### config.mk
export PLATFORM = sky130hd
export DESIGN_NAME = ram_boot_loader_flat
export DESIGN_NICKNAME = d
export VERILOG_FILES = /design/src/rtl/ram_boot_loader_if.sv /design/src/rtl/ram_boot_loader.sv /design/src/flat_wrapper.sv
export SDC_FILE = /design/constraint.sdc
export NUM_CORES = 1
export LEC_CHECK = 0
export ABC_CLOCK_PERIOD_IN_PS = 2400
export CORE_MARGIN = 10
export CORE_UTILIZATION = 51
export CTS_CLUSTER_SIZE = 40
export DETAILED_ROUTE_END_ITERATION = 12
export GPL_TIMING_DRIVEN = 0
export MAX_ROUTING_LAYER = met4
export PLACE_DENSITY = 0.8
export SKIP_CTS_REPAIR_TIMING = 1
export SLEW_MARGIN = 15
export SYNTH_ARGS = -nofsm -noshare
export SYNTH_HDL_FRONTEND = slang
export SYNTH_SLANG_ARGS = --single-unit
export TNS_END_PERCENT = 1
### constraint.sdc
create_clock -name wb_clk_i -period 2.4 [get_ports wb_clk_i]
set_input_delay 0.72 -clock wb_clk_i [delete_from_list [all_inputs] [get_ports wb_clk_i]]
set_output_delay 0.72 -clock wb_clk_i [all_outputs]
set_load 0.02 [all_outputs]
### src/rtl/ram_boot_loader_if.sv
// ram_boot_loader_if: byte-stream input and RAM firmware-download port of the boot loader
interface ram_boot_loader_if #(parameter int AWIDTH = 15);
  logic [7:0] in_data_i;
  logic in_valid_i;
  logic in_ready_o;
  logic [AWIDTH-1:0] ram_loader_adr_o;
  logic [31:0] ram_loader_dat_o;
  logic [3:0] ram_loader_sel_o;
  logic ram_loader_stb_o;
  logic ram_loader_we_o;
  logic ram_loader_done_o;
  modport master(
    input in_data_i, in_valid_i,
    output in_ready_o, ram_loader_adr_o, ram_loader_dat_o, ram_loader_sel_o,
    output ram_loader_stb_o, ram_loader_we_o, ram_loader_done_o
  );
  modport slave(
    output in_data_i, in_valid_i,
    input in_ready_o, ram_loader_adr_o, ram_loader_dat_o, ram_loader_sel_o,
    input ram_loader_stb_o, ram_loader_we_o, ram_loader_done_o
  );
endinterface

### src/rtl/ram_boot_loader.sv
// ram_boot_loader: parses a length-prefixed byte stream and writes it big-endian into boot RAM
module ram_boot_loader #(
  parameter int AWIDTH = 15,
  parameter int RAM_SIZE = 16384,
  parameter logic [15:0] TIMEOUT = 16'hFFFF
) (
  input logic wb_clk_i,
  input logic wb_rst_n_i,
  input logic start_i,
  output logic busy_o,
  output logic error_o,
  ram_boot_loader_if.master bus
);
  typedef enum logic [2:0] {IDLE, HDR, DATA, WRITE, DONE, ERR} state_t;
  state_t state;
  logic [31:0] len, word, len_nxt, word_nxt, adr_nxt;
  logic [1:0] bcnt;
  logic [15:0] tcnt;
  logic [AWIDTH-1:0] waddr;
  logic xfer, timed_out, hdr_bad;
  assign xfer = bus.in_valid_i & bus.in_ready_o;
  assign len_nxt = {len[23:0], bus.in_data_i};
  assign word_nxt = {word[23:0], bus.in_data_i};
  assign adr_nxt = 32'(waddr) + 32'd4;
  assign hdr_bad = len_nxt == 32'd0 || len_nxt[1:0] != 2'd0 || len_nxt > 32'(RAM_SIZE);
  // a transfer on the final stalled cycle rescues the load
  assign timed_out = TIMEOUT != 16'd0 && !xfer && tcnt == TIMEOUT - 16'd1;
  assign bus.ram_loader_sel_o = 4'hF;
  assign bus.ram_loader_we_o = bus.ram_loader_stb_o;
  always_ff @(posedge wb_clk_i) begin
    if (!wb_rst_n_i) begin
      state <= IDLE;
      len <= '0;
      word <= '0;
      bcnt <= '0;
      tcnt <= '0;
      waddr <= '0;
      bus.in_ready_o <= 1'b0;
      bus.ram_loader_adr_o <= '0;
      bus.ram_loader_dat_o <= '0;
      bus.ram_loader_stb_o <= 1'b0;
      bus.ram_loader_done_o <= 1'b0;
      busy_o <= 1'b0;
      error_o <= 1'b0;
    end else begin
      case (state)
        IDLE, ERR: if (start_i) begin
          state <= HDR;
          len <= '0;
          bcnt <= '0;
          tcnt <= '0;
          waddr <= '0;
          bus.in_ready_o <= 1'b1;
          busy_o <= 1'b1;
          error_o <= 1'b0;
        end
        HDR, DATA: if (timed_out) begin
          state <= ERR;
          bus.in_ready_o <= 1'b0;
          busy_o <= 1'b0;
          error_o <= 1'b1;
        end else if (xfer) begin
          tcnt <= '0;
          bcnt <= bcnt + 2'd1;
          if (state == HDR) len <= len_nxt;
          else word <= word_nxt;
          if (bcnt == 2'd3 && state == HDR && hdr_bad) begin
            state <= ERR;
            bus.in_ready_o <= 1'b0;
            busy_o <= 1'b0;
            error_o <= 1'b1;
          end else if (bcnt == 2'd3 && state == HDR) begin
            state <= DATA;
          end else if (bcnt == 2'd3) begin
            state <= WRITE;
            bus.in_ready_o <= 1'b0;
            bus.ram_loader_stb_o <= 1'b1;
            bus.ram_loader_adr_o <= waddr;
            bus.ram_loader_dat_o <= word_nxt;
          end
        end else begin
          tcnt <= tcnt + 16'd1;
        end
        WRITE: begin
          bus.ram_loader_stb_o <= 1'b0;
          waddr <= waddr + AWIDTH'(4);
          if (adr_nxt == len) begin
            state <= DONE;
            bus.ram_loader_done_o <= 1'b1;
            busy_o <= 1'b0;
          end else begin
            state <= DATA;
            bus.in_ready_o <= 1'b1;
          end
        end
        default: ;
      endcase
    end
  end
endmodule

### src/flat_wrapper.sv
// flat-port wrapper written by rule: the top's interface ports become plain ports
module ram_boot_loader_flat 
#(
  parameter int AWIDTH = 15,
  parameter int RAM_SIZE = 16384,
  parameter logic [15:0] TIMEOUT = 16'hFFFF
)
  (wb_clk_i, wb_rst_n_i, start_i, busy_o, error_o, bus_in_data_i, bus_in_valid_i, bus_in_ready_o, bus_ram_loader_adr_o, bus_ram_loader_dat_o, bus_ram_loader_sel_o, bus_ram_loader_stb_o, bus_ram_loader_we_o, bus_ram_loader_done_o);
  ram_boot_loader_if #(.AWIDTH(AWIDTH)) bus_i ();
  input logic wb_clk_i;
  input logic wb_rst_n_i;
  input logic start_i;
  output logic busy_o;
  output logic error_o;
  input wire logic [$bits(bus_i.in_data_i)-1:0] bus_in_data_i;
  input wire logic [$bits(bus_i.in_valid_i)-1:0] bus_in_valid_i;
  output wire logic [$bits(bus_i.in_ready_o)-1:0] bus_in_ready_o;
  output wire logic [$bits(bus_i.ram_loader_adr_o)-1:0] bus_ram_loader_adr_o;
  output wire logic [$bits(bus_i.ram_loader_dat_o)-1:0] bus_ram_loader_dat_o;
  output wire logic [$bits(bus_i.ram_loader_sel_o)-1:0] bus_ram_loader_sel_o;
  output wire logic [$bits(bus_i.ram_loader_stb_o)-1:0] bus_ram_loader_stb_o;
  output wire logic [$bits(bus_i.ram_loader_we_o)-1:0] bus_ram_loader_we_o;
  output wire logic [$bits(bus_i.ram_loader_done_o)-1:0] bus_ram_loader_done_o;
  assign bus_i.in_data_i = bus_in_data_i;
  assign bus_i.in_valid_i = bus_in_valid_i;
  assign bus_in_ready_o = bus_i.in_ready_o;
  assign bus_ram_loader_adr_o = bus_i.ram_loader_adr_o;
  assign bus_ram_loader_dat_o = bus_i.ram_loader_dat_o;
  assign bus_ram_loader_sel_o = bus_i.ram_loader_sel_o;
  assign bus_ram_loader_stb_o = bus_i.ram_loader_stb_o;
  assign bus_ram_loader_we_o = bus_i.ram_loader_we_o;
  assign bus_ram_loader_done_o = bus_i.ram_loader_done_o;
  ram_boot_loader #(.AWIDTH(AWIDTH), .RAM_SIZE(RAM_SIZE), .TIMEOUT(TIMEOUT)) u_core (.wb_clk_i(wb_clk_i), .wb_rst_n_i(wb_rst_n_i), .start_i(start_i), .busy_o(busy_o), .error_o(error_o), .bus(bus_i));
endmodule
---- Yosys cells after proc, flatten, opt, wreduce, memory -nomap -nowiden ----
Cells that the tools add are included.
word-level totals
  output and inout port bits .............. 57
  input bits .............................. 12
  logic and storage cells ................. 118
  register bits ........................... 144
operators by class
  mux-type cells .......................... 47
  bitwise logic cells ..................... 5
  reduce and logical (&&, ||, !) cells .... 27
  eq/ne operators ......................... 21
  $add $sub $neg .......................... 4
  order comparisons ....................... 1
operators with widths
  operator               number
  $mux 32                4
  $pmux 32 s2            1
  $mux 16                3
  $eq 32x32->1           1
  $gt 32x15->1 const B   1
  $logic_not 32->1       1
  $pmux 16 s2            1
  $pmux 15 s2            1
  $mux 3                 7
  $mux 1                 20
  $reduce_and 6->1       3
  $add 15x3->16 const B  1
  $add 16x1->16 const B  1
  $eq 16x16->1 const B   1
  $reduce_and 4->1       4
  $add 15x3->15 const B  1
  $mux 15                1
  $ne 2x2->1 const B     5
  $reduce_and 5->1       2
  $pmux 3 s3             1
  $ne 2x1->1 const B     4
  $reduce_bool 2->1      4
  $eq 3x2->1 const B     2
  $mux 2                 3
  other kinds (21)       32

---- Logic depth before layout (Yosys ltp) ----
  word-level depth ........................ 8
  mapped depth ............................ 10
  depth with buffers taken out ............ 9

---- Worst setup path before layout ----
No wires, ideal clock.
  path type ............................... reg-to-reg
  start ................................... reg u_core.waddr[3]
  end ..................................... reg u_core.bus.in_ready_o
  data required time ...................... 2.333 ns
  period minus slack after synthesis ...... 2.372 ns
  arrival ................................. 2.304 ns
  setup slack ............................. 0.028 ns
  library setup time ...................... 0.067 ns
  stages on the path, launching flop included .. 10
  path buffers ............................ 1
  path through ............................ dfxtp_1 -> ha_1 -> buf_2 -> nand3_2 -> or4_1 -> and3_1 -> o22ai_2 -> nor4_4 -> or2_2 -> a21oi_2
between the ends
  cells in the longest elaborated chain, start to end .. 4
RTL lines
  what                        line                      text
  start, declared             ram_boot_loader.sv:19     logic [AWIDTH-1:0] waddr;
  start signal, assigned      ram_boot_loader.sv:86     waddr <= waddr + AWIDTH'(4);
  $add 15x3->16               ram_boot_loader.sv:24     assign adr_nxt = 32'(waddr) + 32'd4;
  $eq 32x32->1                ram_boot_loader.sv:87     if (adr_nxt == len) begin
  $ne 2x2->1 (no line)        --
  $reduce_and 6->1 (no line)  --
  end signal, assigned        ram_boot_loader.sv:38     bus.in_ready_o <= 1'b0;
  end signal, assigned        ram_boot_loader.sv:53     bus.in_ready_o <= 1'b1;
  end signal, assigned        ram_boot_loader.sv:93     bus.in_ready_o <= 1'b1;
  end, declared               ram_boot_loader_if.sv:14  output in_ready_o, ram_loader_adr_o, ram_loader_dat_o, ram_loader_sel_o,
Every way passes these cells.
A chain may end at the register's enable or synchronous reset.

---- Worst setup path after layout ----
  start ................................... reg u_core.waddr[3]
  end ..................................... reg u_core.busy_o
between the ends
  cells in the longest elaborated chain, start to end .. 4
RTL lines
  what                        line                   text
  $add 15x3->16               ram_boot_loader.sv:24
  $eq 32x32->1                ram_boot_loader.sv:87
  $ne 2x1->1 (no line)        --
  $reduce_and 5->1 (no line)  --
  end signal, assigned        ram_boot_loader.sv:43  busy_o <= 1'b0;
  end signal, assigned        ram_boot_loader.sv:54  busy_o <= 1'b1;
  end signal, assigned        ram_boot_loader.sv:90  busy_o <= 1'b0;
  end, declared               ram_boot_loader.sv:10  output logic busy_o,
Every way passes these cells.

==> results.sh <==
export IMPL_avgRoutedWirePerCell_um=16.3
export IMPL_layout_drive_gt1_share_pct=12.6
export IMPL_finalClockSkew_ns=0.00948
export IMPL_multi_input_area_um2=3270
export IMPL_slowest_stage="or4_4"
export IMPL_io_pins=69
export IMPL_syn_avg_cell_area_um2=8.01
export IMPL_grt_pass1_wl_um=26500
export IMPL_post_synth_top_count_cell="nand2_1"
export IMPL_clkTransAtPathRegs_ns=0.06
export IMPL_fin_crit_sh_pct=99.6
export IMPL_grt_util_all_layers_pct=20.0
export IMPL_yosysTopAreaCell="dfxtp_1"
export IMPL_worstPathRequired_ns=2.74
export IMPL_antenna_cells=0
export IMPL_cp_max_fo=10
export IMPL_cts_tree="built"
export IMPL_cap_violations=0
export IMPL_drc=0
export IMPL_fin_nets=876
export IMPL_drt_pass1_iter_count=5
export IMPL_startpoint_type="flop"
export IMPL_async_reset_ff_share_pct=0
export IMPL_cts_root_buf="clkbuf_16"
export IMPL_cts_buffers=17
export IMPL_port_buffers=62
export IMPL_cts_sinks=140
export IMPL_setup_tns_ns=0
export IMPL_synth_seq_cells=140
export IMPL_cellPowerDensity_nw_per_um2=778
export IMPL_viasPerCell=5.73
export IMPL_leakage_nw=2.73
export IMPL_end_kind="flop"
export IMPL_setup_viol=0
export IMPL_drtAntennaViolNets=0
export IMPL_hold_depth=2
export IMPL_worst_pin_slew_ns=0.645
export IMPL_cp_arrival_ns=2.73
export IMPL_vias=5843
export IMPL_clock_fmax_mhz=418
export IMPL_yosys_warnings=0
export IMPL_fillers=1011
export IMPL_rsz0062_at_grt="true"
export IMPL_initial_core_util_pct=51.8
export IMPL_wl_um=16600
export IMPL_synthCells=774
export IMPL_relSlewSlack_pct=57.0
export IMPL_synthTopCellsByArea="dfxtp_1 45%, nand2_1 10%, a21oi_1 7.3%, nor2_1 4.7%, a22oi_1 4.1%"
export IMPL_ir_worst_vdd_v=0.000495
export IMPL_hold_viol_final=0
export IMPL_htreeDepth=4
export IMPL_drv_slew=0
export IMPL_crit_path_cell_trace="ha_1 -> buf_6 -> nand3_4 -> or4_4 -> and3_1 -> o22ai_4 -> nor4_4 -> a21o_2 -> a211oi_2"
export IMPL_antenna_found_initial=0
export IMPL_fin_area_um2=7800
export IMPL_dp_hpwl_um=11600
export IMPL_placed_area_um2=7020
export IMPL_r2r_cells=9
export IMPL_critical_path_top_delay_family="simple AND/OR/NAND/NOR gates"
export IMPL_critPathKind="reg -> reg"
export IMPL_core_um2=12000
export IMPL_yosys_area_top_type_share_pct=45.2
export IMPL_grt_overflow=0
export IMPL_die_area_um2=17000
export IMPL_clk_latency_ns=0.42
export IMPL_synthTopCellsByCount="172 x nand2_1, 140 x dfxtp_1, 90 x a21oi_1, 78 x nor2_1, 39 x clkbuf_1"
export IMPL_grt_max_degree=17
export IMPL_gp_congestion=0.962
export IMPL_clockBufferDepth=2
export IMPL_cp_num_cells=9
export IMPL_fin_crit_ns=2.39
export IMPL_grt_pass1_vias=5417
export IMPL_final_seq_area_um2=2810
export IMPL_drtIter0Drc=664
export IMPL_hp_class="reg -> reg"
export IMPL_fp_row_count=40
export IMPL_die_w_um=130
export IMPL_areaGrowthSynthToFinish_pct=25.9
export IMPL_ys_seq_area_share_pct=45.2
export IMPL_die_y_um=130
export IMPL_max_stage_delay_ns=0.53
export IMPL_status="finished, final reports clean"
export IMPL_synth_ff_type="dfxtp_1"
export IMPL_total_power_mw=6.08
export IMPL_worst_path_buf_inv=1
export IMPL_synth_edf_count=0
export IMPL_synth_cell_types=61
export IMPL_holdWs_ns=0.452
export IMPL_syn_cell_area_um2=6200
[metal layers]
| layer | share of wire (%) | GRT usage (%) |
|---|---|---|
| met3 | 6.5 | 3.89 |
| met4 | 1.9 | 7.34 |
| met2 | 47 | 30.8 |
| met5 | 0 | - |
| met1 | 45 | 25.4 |
[worst min-delay path, cell delays in order, from the launching register on]
cell	delay [ns]
dfxtp_1	0.31
nand2_1	0.05
a21oi_1	0.05
[worst paths after layout]
kind	startpoint	to	slack, ns
setup / recovery	u_core.waddr[3]$_SDFFE_PN0P_	u_core.busy_o$_SDFFE_PN0P_	0.009
setup reg to reg	u_core.waddr[3]$_SDFFE_PN0P_	u_core.busy_o$_SDFFE_PN0P_	0.009
hold reg to reg	u_core.bus.ram_loader_dat_o[4]$_SDFFE_PN0P_	u_core.bus.ram_loader_dat_o[4]$_SDFFE_PN0P_	0.45
hold / removal	u_core.bus.ram_loader_dat_o[4]$_SDFFE_PN0P_	u_core.bus.ram_loader_dat_o[4]$_SDFFE_PN0P_	0.45
[flip-flops by register name, summed over array words and instances, names as in the netlist]
| register | cells |
|---|---|
| u_core.bcnt | 2 |
| u_core.busy_o | 1 |
| u_core.bus.ram_loader_done_o | 1 |
| u_core.tcnt | 16 |
| u_core.error_o | 1 |
| u_core.waddr | 13 |
| u_core.bus.ram_loader_adr_o | 13 |
| u_core.bus.in_ready_o | 1 |
| u_core.len | 32 |
| u_core.state | 3 |
| u_core.bus.ram_loader_stb_o | 1 |
| u_core.word | 24 |
| u_core.bus.ram_loader_dat_o | 32 |
[cell type report]
class,instances,area share [%]
Buffer,59,3.74
Clock buffer,23,6.25
Clock inverter,9,1.07
Inverter,7,0.337
Multi-Input combinational cell,569,41.9
Sequential cell,140,36.0
Tap cell,147,2.36
Timing Repair Buffer,65,8.43
[stage by stage]
stage	utilization [%]	setup slack, ns	cells
after floorplan	-	0.0283	778
after global placement	58.7	-0.899	987
after detailed placement	58.7	-0.939	987
after CTS	63.4	-0.516	1019
after global routing	65.3	-0.0850	1019
final	65.3	0.00878	1019
[power by group]
part           switching, mW  internal, mW
clock network          0.970          1.53
registers             0.0618          2.38
logic                  0.761         0.365
total                   1.79          4.28
[cells in the final DEF (no fill, tap or decap), types with 12 or more instances in the layout]
cell and instances:
dfxtp_1 139, a22oi_1 34, nand2_1 169, o21ai_0 14
buf_4 12, nand4_1 14, buf_2 16, a21oi_1 90
clkbuf_16 17, nor2_1 77, clkbuf_1 30, clkdlybuf4s50_1 56
xor2_1 18
[logic make-up (layout without fill, tap and decap cells)]
kind of cell / after synthesis / count (layout) / share of synthesized area, %
AND/OR/NAND/NOR: 345 / 345 / 25.8
other: 2 / 6 / 0.121
XOR/XNOR: 30 / 30 / 4.24
multiplexers: 1 / 1 / 0.162
buffers and inverters: 69 / 163 / 5.01
AO/OA/AOI/OAI: 182 / 182 / 18.5
adder cells (fa/ha/maj): 5 / 5 / 1.01
flip-flops: 140 / 140 / 45.2
(Power assumes the default switching activity.)
